[src/rtl/oc8051_iram_bist_ctrl.sv]
// March C- self-test sequencer for the two-port 8051 internal RAM.
// Drives the RAM write/read ports while busy and records the first mismatch.
module oc8051_iram_bist_ctrl #(
    parameter logic [7:0] LAST_ADDR = 8'h0F,
    parameter logic [7:0] BG        = 8'h55
) (
    input  logic       clk,
    input  logic       rst,
    input  logic       start,
    input  logic       abort,
    input  logic [7:0] rd_data,
    output logic [7:0] rd_addr,
    output logic       rd_en,
    output logic [7:0] wr_addr,
    output logic [7:0] wr_data,
    output logic       wr,
    output logic       busy,
    output logic       done,
    output logic       fail,
    output logic [7:0] fail_addr,
    output logic [7:0] fail_data,
    output logic [7:0] fail_exp,
    output logic [7:0] err_cnt
);

    typedef enum logic [2:0] {IDLE, WINIT, RD, RWR, RONLY, CHK, DONE} state_t;

    state_t     state;
    logic [2:0] elem;
    logic [7:0] addr;
    logic [7:0] exp_data;
    logic [7:0] step_addr;
    logic       dn;
    logic       last;
    logic       mism;

    // Elements 2 and 4 read back the inverted background; the rest read BG.
    always_comb begin
        exp_data  = (elem == 3'd2 || elem == 3'd4) ? ~BG : BG;
        dn        = (elem >= 3'd3);
        last      = dn ? (addr == 8'h00) : (addr == LAST_ADDR);
        step_addr = dn ? addr - 8'd1 : addr + 8'd1;
        mism      = (rd_data != exp_data);
    end

    always_ff @(posedge clk or posedge rst) begin
        if (rst) begin
            state     <= IDLE;
            elem      <= '0;
            addr      <= '0;
            rd_addr   <= '0;
            rd_en     <= 1'b0;
            wr_addr   <= '0;
            wr_data   <= '0;
            wr        <= 1'b0;
            busy      <= 1'b0;
            done      <= 1'b0;
            fail      <= 1'b0;
            fail_addr <= '0;
            fail_data <= '0;
            fail_exp  <= '0;
            err_cnt   <= '0;
        end else begin
            case (state)
                IDLE: begin
                    if (start) begin
                        fail      <= 1'b0;
                        err_cnt   <= '0;
                        fail_addr <= '0;
                        fail_data <= '0;
                        fail_exp  <= '0;
                        state     <= WINIT;
                        elem      <= '0;
                        addr      <= '0;
                        busy      <= 1'b1;
                        wr        <= 1'b1;
                        wr_addr   <= '0;
                        wr_data   <= BG;
                    end
                end
                DONE: begin
                    done  <= 1'b0;
                    state <= IDLE;
                end
                default: begin
                    if (abort) begin
                        state   <= IDLE;
                        busy    <= 1'b0;
                        wr      <= 1'b0;
                        rd_en   <= 1'b0;
                        rd_addr <= '0;
                        wr_addr <= '0;
                        wr_data <= '0;
                        elem    <= '0;
                        addr    <= '0;
                    end else begin
                        // rd_data belongs to the read issued in the previous cycle
                        if ((state == RWR || state == CHK) && mism) begin
                            if (err_cnt != 8'hFF)
                                err_cnt <= err_cnt + 8'd1;
                            if (!fail) begin
                                fail      <= 1'b1;
                                fail_addr <= addr;
                                fail_data <= rd_data;
                                fail_exp  <= exp_data;
                            end
                        end
                        case (state)
                            WINIT: begin
                                if (addr == LAST_ADDR) begin
                                    state   <= RD;
                                    elem    <= 3'd1;
                                    addr    <= '0;
                                    wr      <= 1'b0;
                                    wr_addr <= '0;
                                    wr_data <= '0;
                                    rd_en   <= 1'b1;
                                    rd_addr <= '0;
                                end else begin
                                    addr    <= addr + 8'd1;
                                    wr_addr <= addr + 8'd1;
                                end
                            end
                            RD: begin
                                state   <= RWR;
                                rd_en   <= 1'b0;
                                rd_addr <= '0;
                                wr      <= 1'b1;
                                wr_addr <= addr;
                                wr_data <= ~exp_data;
                            end
                            RWR: begin
                                wr      <= 1'b0;
                                wr_addr <= '0;
                                wr_data <= '0;
                                rd_en   <= 1'b1;
                                if (last) begin
                                    elem <= elem + 3'd1;
                                    if (elem == 3'd4)
                                        state <= RONLY;
                                    else
                                        state <= RD;
                                    if (elem >= 3'd2) begin
                                        addr    <= LAST_ADDR;
                                        rd_addr <= LAST_ADDR;
                                    end else begin
                                        addr    <= '0;
                                        rd_addr <= '0;
                                    end
                                end else begin
                                    state   <= RD;
                                    addr    <= step_addr;
                                    rd_addr <= step_addr;
                                end
                            end
                            RONLY: begin
                                state   <= CHK;
                                rd_en   <= 1'b0;
                                rd_addr <= '0;
                            end
                            CHK: begin
                                if (addr == 8'h00) begin
                                    state <= DONE;
                                    busy  <= 1'b0;
                                    done  <= 1'b1;
                                    elem  <= '0;
                                end else begin
                                    state   <= RONLY;
                                    addr    <= addr - 8'd1;
                                    rd_addr <= addr - 8'd1;
                                    rd_en   <= 1'b1;
                                end
                            end
                            default: state <= IDLE;
                        endcase
                    end
                end
            endcase
        end
    end

endmodule

[config.mk]
export PLATFORM = sky130hd
export DESIGN_NAME = oc8051_iram_bist_ctrl
export DESIGN_NICKNAME = d
export VERILOG_FILES = /design/src/rtl/oc8051_iram_bist_ctrl.sv
export SDC_FILE = /design/constraint.sdc
export NUM_CORES = 1
export LEC_CHECK = 0
export BUFFER_PORTS_ARGS = -buffer_cell sky130_fd_sc_hd__buf_2
export CORE_MARGIN = 3
export CORE_UTILIZATION = 45
export CTS_BUF_LIST = sky130_fd_sc_hd__clkbuf_2 sky130_fd_sc_hd__clkbuf_4 sky130_fd_sc_hd__clkbuf_8
export CTS_CLUSTER_SIZE = 8
export DETAILED_ROUTE_END_ITERATION = 10
export GPL_TIMING_DRIVEN = 0
export PLACE_DENSITY = 0.65
export SKIP_LAST_GASP = 1
export SLEW_MARGIN = 5
export SYNTH_ARGS = -nofsm -noshare
export SYNTH_HDL_FRONTEND = slang
export SYNTH_SLANG_ARGS = --single-unit
export TNS_END_PERCENT = 50
[constraint.sdc]
create_clock -name clk -period 4.32 [get_ports clk]
set_input_delay 0.432 -clock clk [delete_from_list [all_inputs] [get_ports clk]]
set_output_delay 0.432 -clock clk [all_outputs]
set_load 0.01 [all_outputs]
# Word-level counts from Yosys, hierarchy flattened
# Index checks and enable logic that the tools add are counted.
# word_totals
ff_bits	75
latchBits	0
ram_bits	0
mem_bits_ro	0
in_bits	12
wordCells	147
mem_count	0
# op_classes
n_addsub	4
multipliers	0
div	0
n_lt_le_gt_ge	2
n_eq_ne	22
shift	0
muxes	73
n_bitwise	4
reduce_logical	27
# op_table
op	n
8-bit 2-to-1 mux	24
8-bit case mux with 2 select lines	7
8-bit case mux with 3 select lines	3
8-bit case mux with 4 select lines	1
3-bit 2-to-1 mux	10
4-bit AND reduction	6
8-bit by 1-bit adder with 8-bit output (second input constant)	2
1-bit 2-to-1 mux	16
3-bit case mux with 5 select lines	1
5-bit nonzero test	3
3-bit == test (second input constant)	4
3-bit case mux with 2 select lines	2
5-bit AND reduction	2
3-bit by 2-bit == test with 1-bit output (second input constant)	3
3-bit case mux with 3 select lines	1
8-bit by 4-bit == test with 1-bit output (second input constant)	1
8-bit logical NOT	1
4-bit by 3-bit != test with 1-bit output (second input constant)	2
8-bit != test	1
8-bit != test (second input constant)	1
8-bit inverter	1
1-bit case mux with 2 select lines	4
2-bit nonzero test	4
8-bit by 1-bit subtractor with 8-bit output (second input constant)	1
22 further kinds	31

# Longest topological paths before layout
# Gate-level depths: netlist of run 1.
# logic_depth
ltp_word	8
depth_mapped	9

# Worst setup path after synthesis of run 1
# OpenSTA, ideal clock, no wires.
# synth_path
path_type	reg2reg
from	register addr[0]
to	register elem[2]
setup_ns	0.128
arrival_ns	2.180
required_ns	4.192
slack_ns	2.013
path_stages_with_launch	8
period_less_slack_ns	2.307
path_cell_list	dfrtp_1 -> inv_1 -> ha_1 -> or3b_1 -> mux2i_1 -> nand2_1 -> a211oi_4 -> mux2_1
# synth_between
elab_chain_len	4
word_cells_on_any_way	7
# synth_rtl
element	line_no	source
start: declaration	30	logic [7:0] addr;
start signal: assignment	120	addr <= addr + 8'd1;
start signal: assignment	152	addr <= step_addr;
start signal: assignment	169	addr <= addr - 8'd1;
8-bit by 4-bit == test with 1-bit output / 8-bit logical NOT (equally long branches)	41, 110, 162	
1-bit 2-to-1 mux	41	last = dn ? (addr == 8'h00) : (addr == LAST_ADDR);
4-bit by 3-bit != test with 1-bit output (no line)	-	
6-bit AND reduction (no line) *	-	
end signal: assignment	138	elem <= elem + 3'd1;
end: declaration	29	logic [2:0] elem;
# Every way passes the cells marked *; elsewhere a longest branch is shown, timed or not.
# A chain may end at the register's enable or synchronous reset.

# Worst setup path in the final report of run 1
# Same ends and word-level chain as after synthesis.

==> key figures, run 1 <==
Clock network
  – CTS resizes: 0
  – Post-CTS Setup Inserts: 0
  – Clock-pin slew on the worst setup and hold paths: approximately 0.08 ns
  – Total CTS buffers: 9
  – Clock sinks: 63
  – Root Buffer: clkbuf_8
  – CTS tree: done
  – H-tree depth: 3
  – Clk_lat worst skew: 0.35 ns
  – Clock Tree Buf Depth: 2
  – Number of hold buffers added after CTS: 0

Synthesis
  – Syn Nets: 470
  – Synthesis warning total: 0
  – Dominant synthesized flop cell: dfrtp_1
  – Synth Area in Adders: 0.03109
  – Main combinational cell family by area after synthesis: compound AO/OA/AOI/OAI gates
  – Number of flops mapped to enable cells by yosys: 0
  – Compound-Gate Fraction of Synth Area: 0.2264
  – #FFs+latches synth: 63
  – Top cell type by total area after synthesis: dfrtp_1
  – Synth Area in Simple Gates: 0.1922
  – Post-Synth XOR/XNOR Area: 0.01088
  – Avg Inst Size Synth: around 9 sq um
  – Post-synthesis mux area share: 0.06592
  – Post-synth cell types: 71
  – Post-synthesis cell area: 4024 sq um
  – Post-Syn Instances: around 450
  – Async SR Flop Fraction: 1.000
  – Top area cells in the synthesized netlist: dfrtp_1, mux2i_1, o21ai_0
  – Top-area cell type share of the netlist area: 0.3918
  – Sequential cell area fraction in the yosys report: 0.3918

Final layout
  – Final nets: about 550
  – N_diodes: 0
  – Finished Core Util: 0.5610
  – Share of cells above drive strength 1: 0.2575
  – Synthesis-to-finish area growth: 18.00%
  – Fill count: between 700 and 800

Worst setup path
  – Setup CP Type: reg2reg
  – Buf/Inv on CP: 0
  – CP endpoint kind: register
  – Arrival time at the worst endpoint: 3.08 ns
  – Setup crit start kind: register
  – CP top delay family: multiplexers
  – CP Max Fanout: 9
  – Cell Chain, Critical Path: ha_1, nand3_1, mux2i_1, nand2_1, a211oi_4, mux2_1
  – Required @ worst endpoint: 4.55 ns
  – Slowest cell on the critical path: dfrtp_1
  – Largest stage delay on the critical path: about 0.55 ns

STA
  – Tmin final: approximately 2.9 ns
  – Slew @ Worst Pin: about 0.86 ns
  – Max frequency: roughly 350 MHz
  – Max_slew headroom: 0.4248
  – Fin. Hold Viols: 0
  – Period utilization: 0.6616
  – Fin worst setup slack: between 1 and 1.5 ns
  – Final setup fails: 0
  – Worst Skew: ~0.012 ns
  – Final Max Slew Viols: 0
  – Fin Hold WS: ~0.23 ns
  – Setup TNS Final: 0 ns
  – Setup repair after global routing missed its margin: false

Global route
  – Grt total ovfl: 0
  – Initial antenna violation count: 0
  – Largest net degree at the start of global routing: 64
  – First-pass GRT wire length: between 15 and 20 mm
  – Total Routing Usage GR: 0.2267
  – Vias in the first global route: approximately 3500

Die
  – Initial core utilization: 0.4754
  – Core box area: about 8500 sq um
  – I/O pin count: 73
  – Die height: between 100 and 150 microns
  – Row count: 33
  – Die Wd: between 100 and 150 microns
  – Die area: 10110 sq um

Status
  – Status: completed

Place
  – GP Congestion: between 0.9 and 1
  – PortBufs: 72
  – Post-DP HPWL: just over 8 mm
  – Pre-CTS setup slack: approximately 1.6 ns

Detailed routing
  – Initial drt markers: between 150 and 200
  – Vias post-DR: between 3000 and 4000
  – Remaining antenna violation count after routing: 0
  – Wire per inst: ~18 microns
  – First-pass detailed-route iteration total: 5
  – Vias per cell: 5.811
  – Final wirelength: 11.22 mm
  – DRC errors left: 0

Power
  – Pwr per Cell Area: between 300 and 400 nW/um^2
  – P_leak: between 0.002 and 0.0025 uW
  – Tot Pwr: between 1500 and 2000 uW
  – VDD IR max: 0.1869 mV

Hold path
  – Min-Delay Path Class: in2async

Flow run
  – Number of max-cap violations: 0
-- placed cells by master, fill, tap and decap left out, types with 4 or more instances in the layout --
cell type,count
nor4bb_1,4
inv_1,24
a22oi_1,4
nand4_1,4
o31ai_1,8
nor4_1,4
clkbuf_1,14
buf_2,79
mux2i_1,22
o211ai_1,11
ha_1,10
dfrtp_1,63
nor2_1,31
nor3_1,12
or4_1,4
clkbuf_8,10
buf_4,14
nand2_1,44
a21oi_1,21
nand3_1,17
o21ai_0,41
-- kinds of logic (layout without fill, tap and decap cells) --
| kind of cell | after synthesis | after routing |
|---|---|---|
| AOI/OAI and AO/OA | 128 | 128 |
| xor gates and xnor gates | 5 | 5 |
| adders and majority gates | 10 | 10 |
| buffers and inverters | 65 | 153 |
| DFF | 63 | 63 |
| muxes | 26 | 26 |
| and+or+nand+nor | 151 | 151 |
-- registers in the layout, summed over array words and instances, names as in the netlist --
register   cells
wr_addr        8
err_cnt        8
state          3
fail_data      8
wr_data        2
rd_addr        8
fail           1
fail_addr      8
elem           3
busy           1
rd_en          1
done           1
addr           8
wr             1
fail_exp       2
-- path summary, 6_finish.rpt --
kind | endpoint | slack [ns] | startpoint | cells after the start
min reg2reg | rd_addr[6] | 0.47 | rd_addr[6] | 2
min | fail_data[6] | 0.23 | rst | 2
max | elem[2] | 1.46 | addr[0] | 6
min in group clk | fail_data[4] | 0.34 | rd_data[4] | 3
max reg2reg | elem[2] | 1.46 | addr[0] | 6
max in group asynchronous | rd_addr[3] | 3.56 | rst | 2
-- metal layers --
layer  vias to the layer above  track usage  routed length [microns]
met3                        22      0.04567                      651
met1                      1800       0.3111                     5174
met2                       120       0.3578                     5166
met5                         -            0                        0
met4                         0      0.07668                      228
li1                       1783            -                        -
-- area by class of cell --
| cell class | instances | area [sq um] | area share |
|---|---|---|---|
| clock buffer | 10 | 137.6 | 0.02899 |
| tap | 105 | 131.4 | 0.02767 |
| multi-input combinational | 320 | 2118 | 0.4461 |
| timing repair buffer | 72 | 360.3 | 0.07589 |
| clock inverter | 6 | 92.59 | 0.01950 |
| sequential | 63 | 1577 | 0.3320 |
| inverter | 25 | 96.34 | 0.02029 |
| buffer | 40 | 235.2 | 0.04954 |
-- synthesized netlist by cell type, types with 3 or more instances --
cell      number
dfrtp_1       63
nand2_1       44
o21ai_0       41
nor2_1        31
inv_1         25
mux2i_1       22
a21oi_1       21
nand3_1       17
buf_4         14
clkbuf_1      14
nor3_1        12
o211ai_1      11
ha_1          10
o31ai_1        8
buf_2          7
a22oi_1        4
nand4_1        4
nor4_1         4
nor4bb_1       4
or4_1          4
a21boi_0       3
a21o_1         3
and2_1         3
and3_1         3
buf_6          3
mux2_2         3
nand2b_1       3
nor2b_1        3
nor3b_1        3
o211ai_2       3
o21bai_1       3
or3_1          3
xnor2_1        3
-- power breakdown --
part,switching (uW),total [uW],internal (uW)
clock,253,596,344
combinational,255,426,172
sequential,47.5,679,632
-- through the flow --
| step | instance area (sq um) | std cells |
|---|---|---|
| 2_1_floorplan | 4024 | 448 |
| 3_3_place_gp | 4516 | 625 |
| 3_5_place_dp | 4518 | 625 |
| 4_1_cts | 4748 | 641 |
| 5_1_grt | 4748 | 641 |
| 6_report | 4748 | 641 |
Note: power is estimated with default switching activity, not from simulation.
==> run 2, diff against run 1 <==
--- a/config.mk
+++ b/config.mk
@@ -5,6 +5,7 @@
 export SDC_FILE = /design/constraint.sdc
 export NUM_CORES = 1
 export LEC_CHECK = 0
+export ABC_AREA = 1
 export BUFFER_PORTS_ARGS = -buffer_cell sky130_fd_sc_hd__buf_2
 export CORE_MARGIN = 3
 export CORE_UTILIZATION = 45
==> constraint.sdc (replaced) <==
create_clock -name clk -period 2.8 [get_ports clk]
set_input_delay 0.28 -clock clk [delete_from_list [all_inputs] [get_ports clk]]
set_output_delay 0.28 -clock clk [all_outputs]
set_load 0.01 [all_outputs]
==> run 2 against run 1 <==
  * Area after synthesis up 0.96%
  * Synthesized cell count up 27%
  * Final cell count up 20%
  * Critical path depth up 5
  * Core utilization down 1.2 points
  * Highest routed layer unchanged
  * Critical endpoint is now addr[2]
  * Routed wire length up 0.72%
  * Clock skew up 0.0015 ns
  * Largest cell class unchanged
  * Register-to-register slack worse by 0.88 ns
  * Critical path type unchanged
  * Count of clock-buffer cells in the layout up 3
  * Global-route usage up 0.91 points
==> key figures, run 2 <==
STA
  – Setup repair after global routing missed its margin: false (unchanged)
  – Fin worst setup slack: 0.5852 ns (was 1.462 ns)
  – Final setup fails: 0 (unchanged)
  – Fin. Hold Viols: 0 (unchanged)
  – Fin Hold WS: 0.08039 ns (was 0.2317 ns)
  – Setup TNS Final: 0 ns (unchanged)
  – Max frequency: 451.5 MHz (was 349.9 MHz)
  – Period utilization: 0.7910 (was 0.6616)
  – Worst Skew: 0.01395 ns (was 0.01242 ns)
  – Slew @ Worst Pin: 0.7866 ns (was 0.8590 ns)
  – Max_slew headroom: 0.4756 (was 0.4248)
  – Final Max Slew Viols: 0 (unchanged)
  – Tmin final: 2.215 ns (was 2.858 ns)

Synthesis
  – Top cells by count, synth: nand2_1, nand3_1, dfrtp_1 (was dfrtp_1, nand2_1, o21ai_0)
  – Top-count cell post-synth: nand2_1 (was dfrtp_1)
  – Top area cells in the synthesized netlist: dfrtp_1, nand2_1, nand3_1 (was dfrtp_1, mux2i_1, o21ai_0)
  – Number of flops mapped to enable cells by yosys: 0 (unchanged)
  – Top cell type by total area after synthesis: dfrtp_1 (unchanged)
  – Top-area cell type share of the netlist area: 0.3881 (was 0.3918)
  – Post-synth cell types: 39 (was 71)
  – Async SR Flop Fraction: 1.000 (unchanged)
  – #FFs+latches synth: 63 (unchanged)
  – Post-synthesis cell area: 4063 sq um (was 4024 sq um)
  – Synthesis warning total: 0 (unchanged)
  – Syn Nets: 593 (was 470)
  – Dominant synthesized flop cell: dfrtp_1 (unchanged)
  – Sequential cell area fraction in the yosys report: 0.3881 (was 0.3918)
  – Post-Syn Instances: 571 (was 448)
  – Avg Inst Size Synth: 7.115 sq um (was 8.982 sq um)

Clock network
  – CTS resizes: 0 (unchanged)
  – Clock Tree Buf Depth: 2 (unchanged)
  – Clock-pin slew on the worst setup and hold paths: 0.08 ns (about the same)
  – Post-CTS Setup Inserts: 0 (unchanged)
  – Root Buffer: clkbuf_8 (unchanged)
  – Clock sinks: 63 (unchanged)
  – Total CTS buffers: 9 (unchanged)
  – CTS tree: done (unchanged)
  – Number of hold buffers added after CTS: 0 (unchanged)
  – Clk_lat worst skew: 0.35 ns (about the same)
  – H-tree depth: 3 (unchanged)

Global route
  – First-pass GRT wire length: 18.77 mm (was 17.96 mm)
  – Largest net degree at the start of global routing: 64 (unchanged)
  – Grt total ovfl: 0 (unchanged)
  – Vias in the first global route: 3867 (was 3508)
  – Total Routing Usage GR: 0.2358 (was 0.2267)
  – Initial antenna violation count: 0 (unchanged)

Worst setup path
  – CP top delay family: simple AND/OR/NAND/NOR gates (was multiplexers)
  – Slowest cell on the critical path: dfrtp_1 (unchanged)
  – Setup crit start kind: register (unchanged)
  – Arrival time at the worst endpoint: 2.45 ns (was 3.08 ns)
  – CP Max Fanout: 9 (unchanged)
  – Reg2reg setup slack: 0.59 ns (was 1.46 ns)
  – Worst Reg-to-Reg Cells: 11 (was 6)
  – Cell Chain, Critical Path: clkinv_1, ha_1, or2_2, nand2_1, nand2_1, nand2_1, nand2_1, nand2_1, nand3_1, nand2_1, nand2_1 (was ha_1, nand3_1, mux2i_1, nand2_1, a211oi_4, mux2_1)
  – Crit. Startpoint: addr[0] (unchanged)
  – Largest stage delay on the critical path: 0.49 ns (was 0.55 ns)
  – CP endpoint kind: register (unchanged)
  – Setup CP Type: reg2reg (unchanged)
  – Crit Reg-Reg Startpoint: addr[0] (unchanged)
  – Levels on crit path: 11 (was 6)
  – Most numerous cell on the critical path: nand2_1
  – FF-to-FF End: addr[2] (was elem[2])
  – Buf/Inv on CP: 1 (was 0)
  – Required @ worst endpoint: 3.04 ns (was 4.55 ns)
  – Worst setup path end: addr[2] (was elem[2])

Detailed routing
  – Vias per cell: 5.175 (was 5.811)
  – Wire per inst: 14.74 microns (was 17.51 microns)
  – First-pass detailed-route iteration total: 5 (unchanged)
  – Final wirelength: 11.30 mm (was 11.22 mm)
  – Initial drt markers: 220 (was 198)
  – Vias post-DR: 3969 (was 3725)
  – Remaining antenna violation count after routing: 0 (unchanged)
  – DRC errors left: 0 (unchanged)

Power
  – Pwr per Cell Area: 626.0 nW/um^2 (was 358.4 nW/um^2)
  – P_leak: 0.002704 uW (was 0.002282 uW)
  – VDD IR max: 0.2735 mV (was 0.1869 mV)

Place
  – Pre-CTS setup slack: 0.6174 ns (was 1.584 ns)
  – PortBufs: 72 (unchanged)
  – Post-DP HPWL: 8.579 mm (was 8.199 mm)
  – GP Congestion: 0.9321 (was 0.9425)
  – Post-DP Area: 4561 sq um (was 4518 sq um)

Final layout
  – Synthesis-to-finish area growth: 18.42% (was 18.00%)
  – N_diodes: 0 (unchanged)
  – Finished Core Util: 0.5490 (was 0.5610)
  – Most frequent cells in the layout: nand2_1, buf_2, nand3_1 (was buf_2, dfrtp_1, nand2_1)
  – Most common cell after layout, fill and taps aside: nand2_1 (was buf_2)
  – Final instance area: 4811 sq um (was 4748 sq um)
  – Share of cells above drive strength 1: 0.2200 (was 0.2575)
  – Final nets: 676 (was 553)

Die
  – Die area: 10200 sq um (was 10110 sq um)
  – Die height: 101.0 microns (was 100.6 microns)
  – Core box area: 8763 sq um (was 8464 sq um)
  – Initial core utilization: 0.4636 (was 0.4754)
  – Die Wd: 101.0 microns (was 100.6 microns)
  – Row count: 34 (was 33)
  – I/O pin count: 73 (unchanged)

Flow run
  – Number of max-cap violations: 0 (unchanged)

Hold path
  – Min-Delay Path Class: in2async (unchanged)

Status
  – Status: completed (unchanged)
[run 2: cell count changes in the layout (fill, tap and decap cells not counted), moves of 8 or more]
cell / before / now
inv_1: 24 / 42
nand2_1: 44 / 205
nand3_1: 17 / 70
o21ai_0: 41 / 18
mux2i_1: 22 / 0
nor3_1: 12 / 2
nor2_4: 0 / 9
nor2_1: 31 / 50
clkbuf_1: 14 / 4
o31ai_1: 8 / 0
a21oi_1: 21 / 8
[run 2: cells by family (layout without fill, tap and decap cells)]
group                      count (synthesis)  in the layout  share of synthesized area
AOI/OAI and AO/OA                         47             47                    0.06745
xor gates and xnor gates                   8              8                    0.01725
adders and majority gates                 10             10                    0.03080
buffers and inverters                     77            165                    0.09024
DFF                                       63             63                     0.3881
and+or+nand+nor                          366            366                     0.4062
[run 2: metrics by stage]
step                power, uW  cells
finish                   3012    767
global route             3200    767
CTS                      3045    767
detailed placement       2029    751
global placement         2008    751
floorplan                1718    571
[run 2: area by class of cell]
type | instances | area, sq um
inverters | 51 | 196.4
flip-flops and latches | 63 | 1577
fillers | 892 | 3953
well taps | 108 | 135.1
repair buffers | 72 | 360.3
clock inverters | 3 | 90.09
clock buffers | 13 | 160.2
multi-input cells | 431 | 2120
plain buffers | 26 | 172.7
[run 2: metal layers]
| layer | track usage | vias up | routed length (microns) |
|---|---|---|---|
| met5 | 0 | - | 0 |
| met4 | 0.08487 | 0 | 277 |
| met3 | 0.04775 | 23 | 537 |
| met2 | 0.3944 | 103 | 5453 |
| met1 | 0.3016 | 1857 | 5034 |
| li1 | - | 1986 | - |
[run 2: power breakdown]
group | internal [uW] | switching (uW)
sequential | 1020 | 92.8
combinational | 330 | 566
clock | 647 | 360
total | 1990 | 1020
[run 2: how the worst min path moves through the flow]
stage / from / to / depth (start not counted) / slack (ns)
after global placement: fail_data[2] / fail_data[2] / 2 / 0.45
after CTS: rst / addr[6] / 2 / 0.11
final: rst / err_cnt[4] / 2 / 0.08
after global routing: rst / err_cnt[4] / 2 / 0.12
after detailed placement: fail_data[0] / fail_data[0] / 2 / 0.46
after floorplan: abort / rd_addr[0] / 3 / 0.44
[run 2: worst reg2reg max path, cell delays in order, from the launching register on]
cell,delay [ns]
dfrtp_1,0.49
clkinv_1,0.37
ha_1,0.41
or2_2,0.31
nand2_1,0.06
nand2_1,0.04
nand2_1,0.07
nand2_1,0.05
nand2_1,0.08
nand3_1,0.10
nand2_1,0.08
nand2_1,0.06
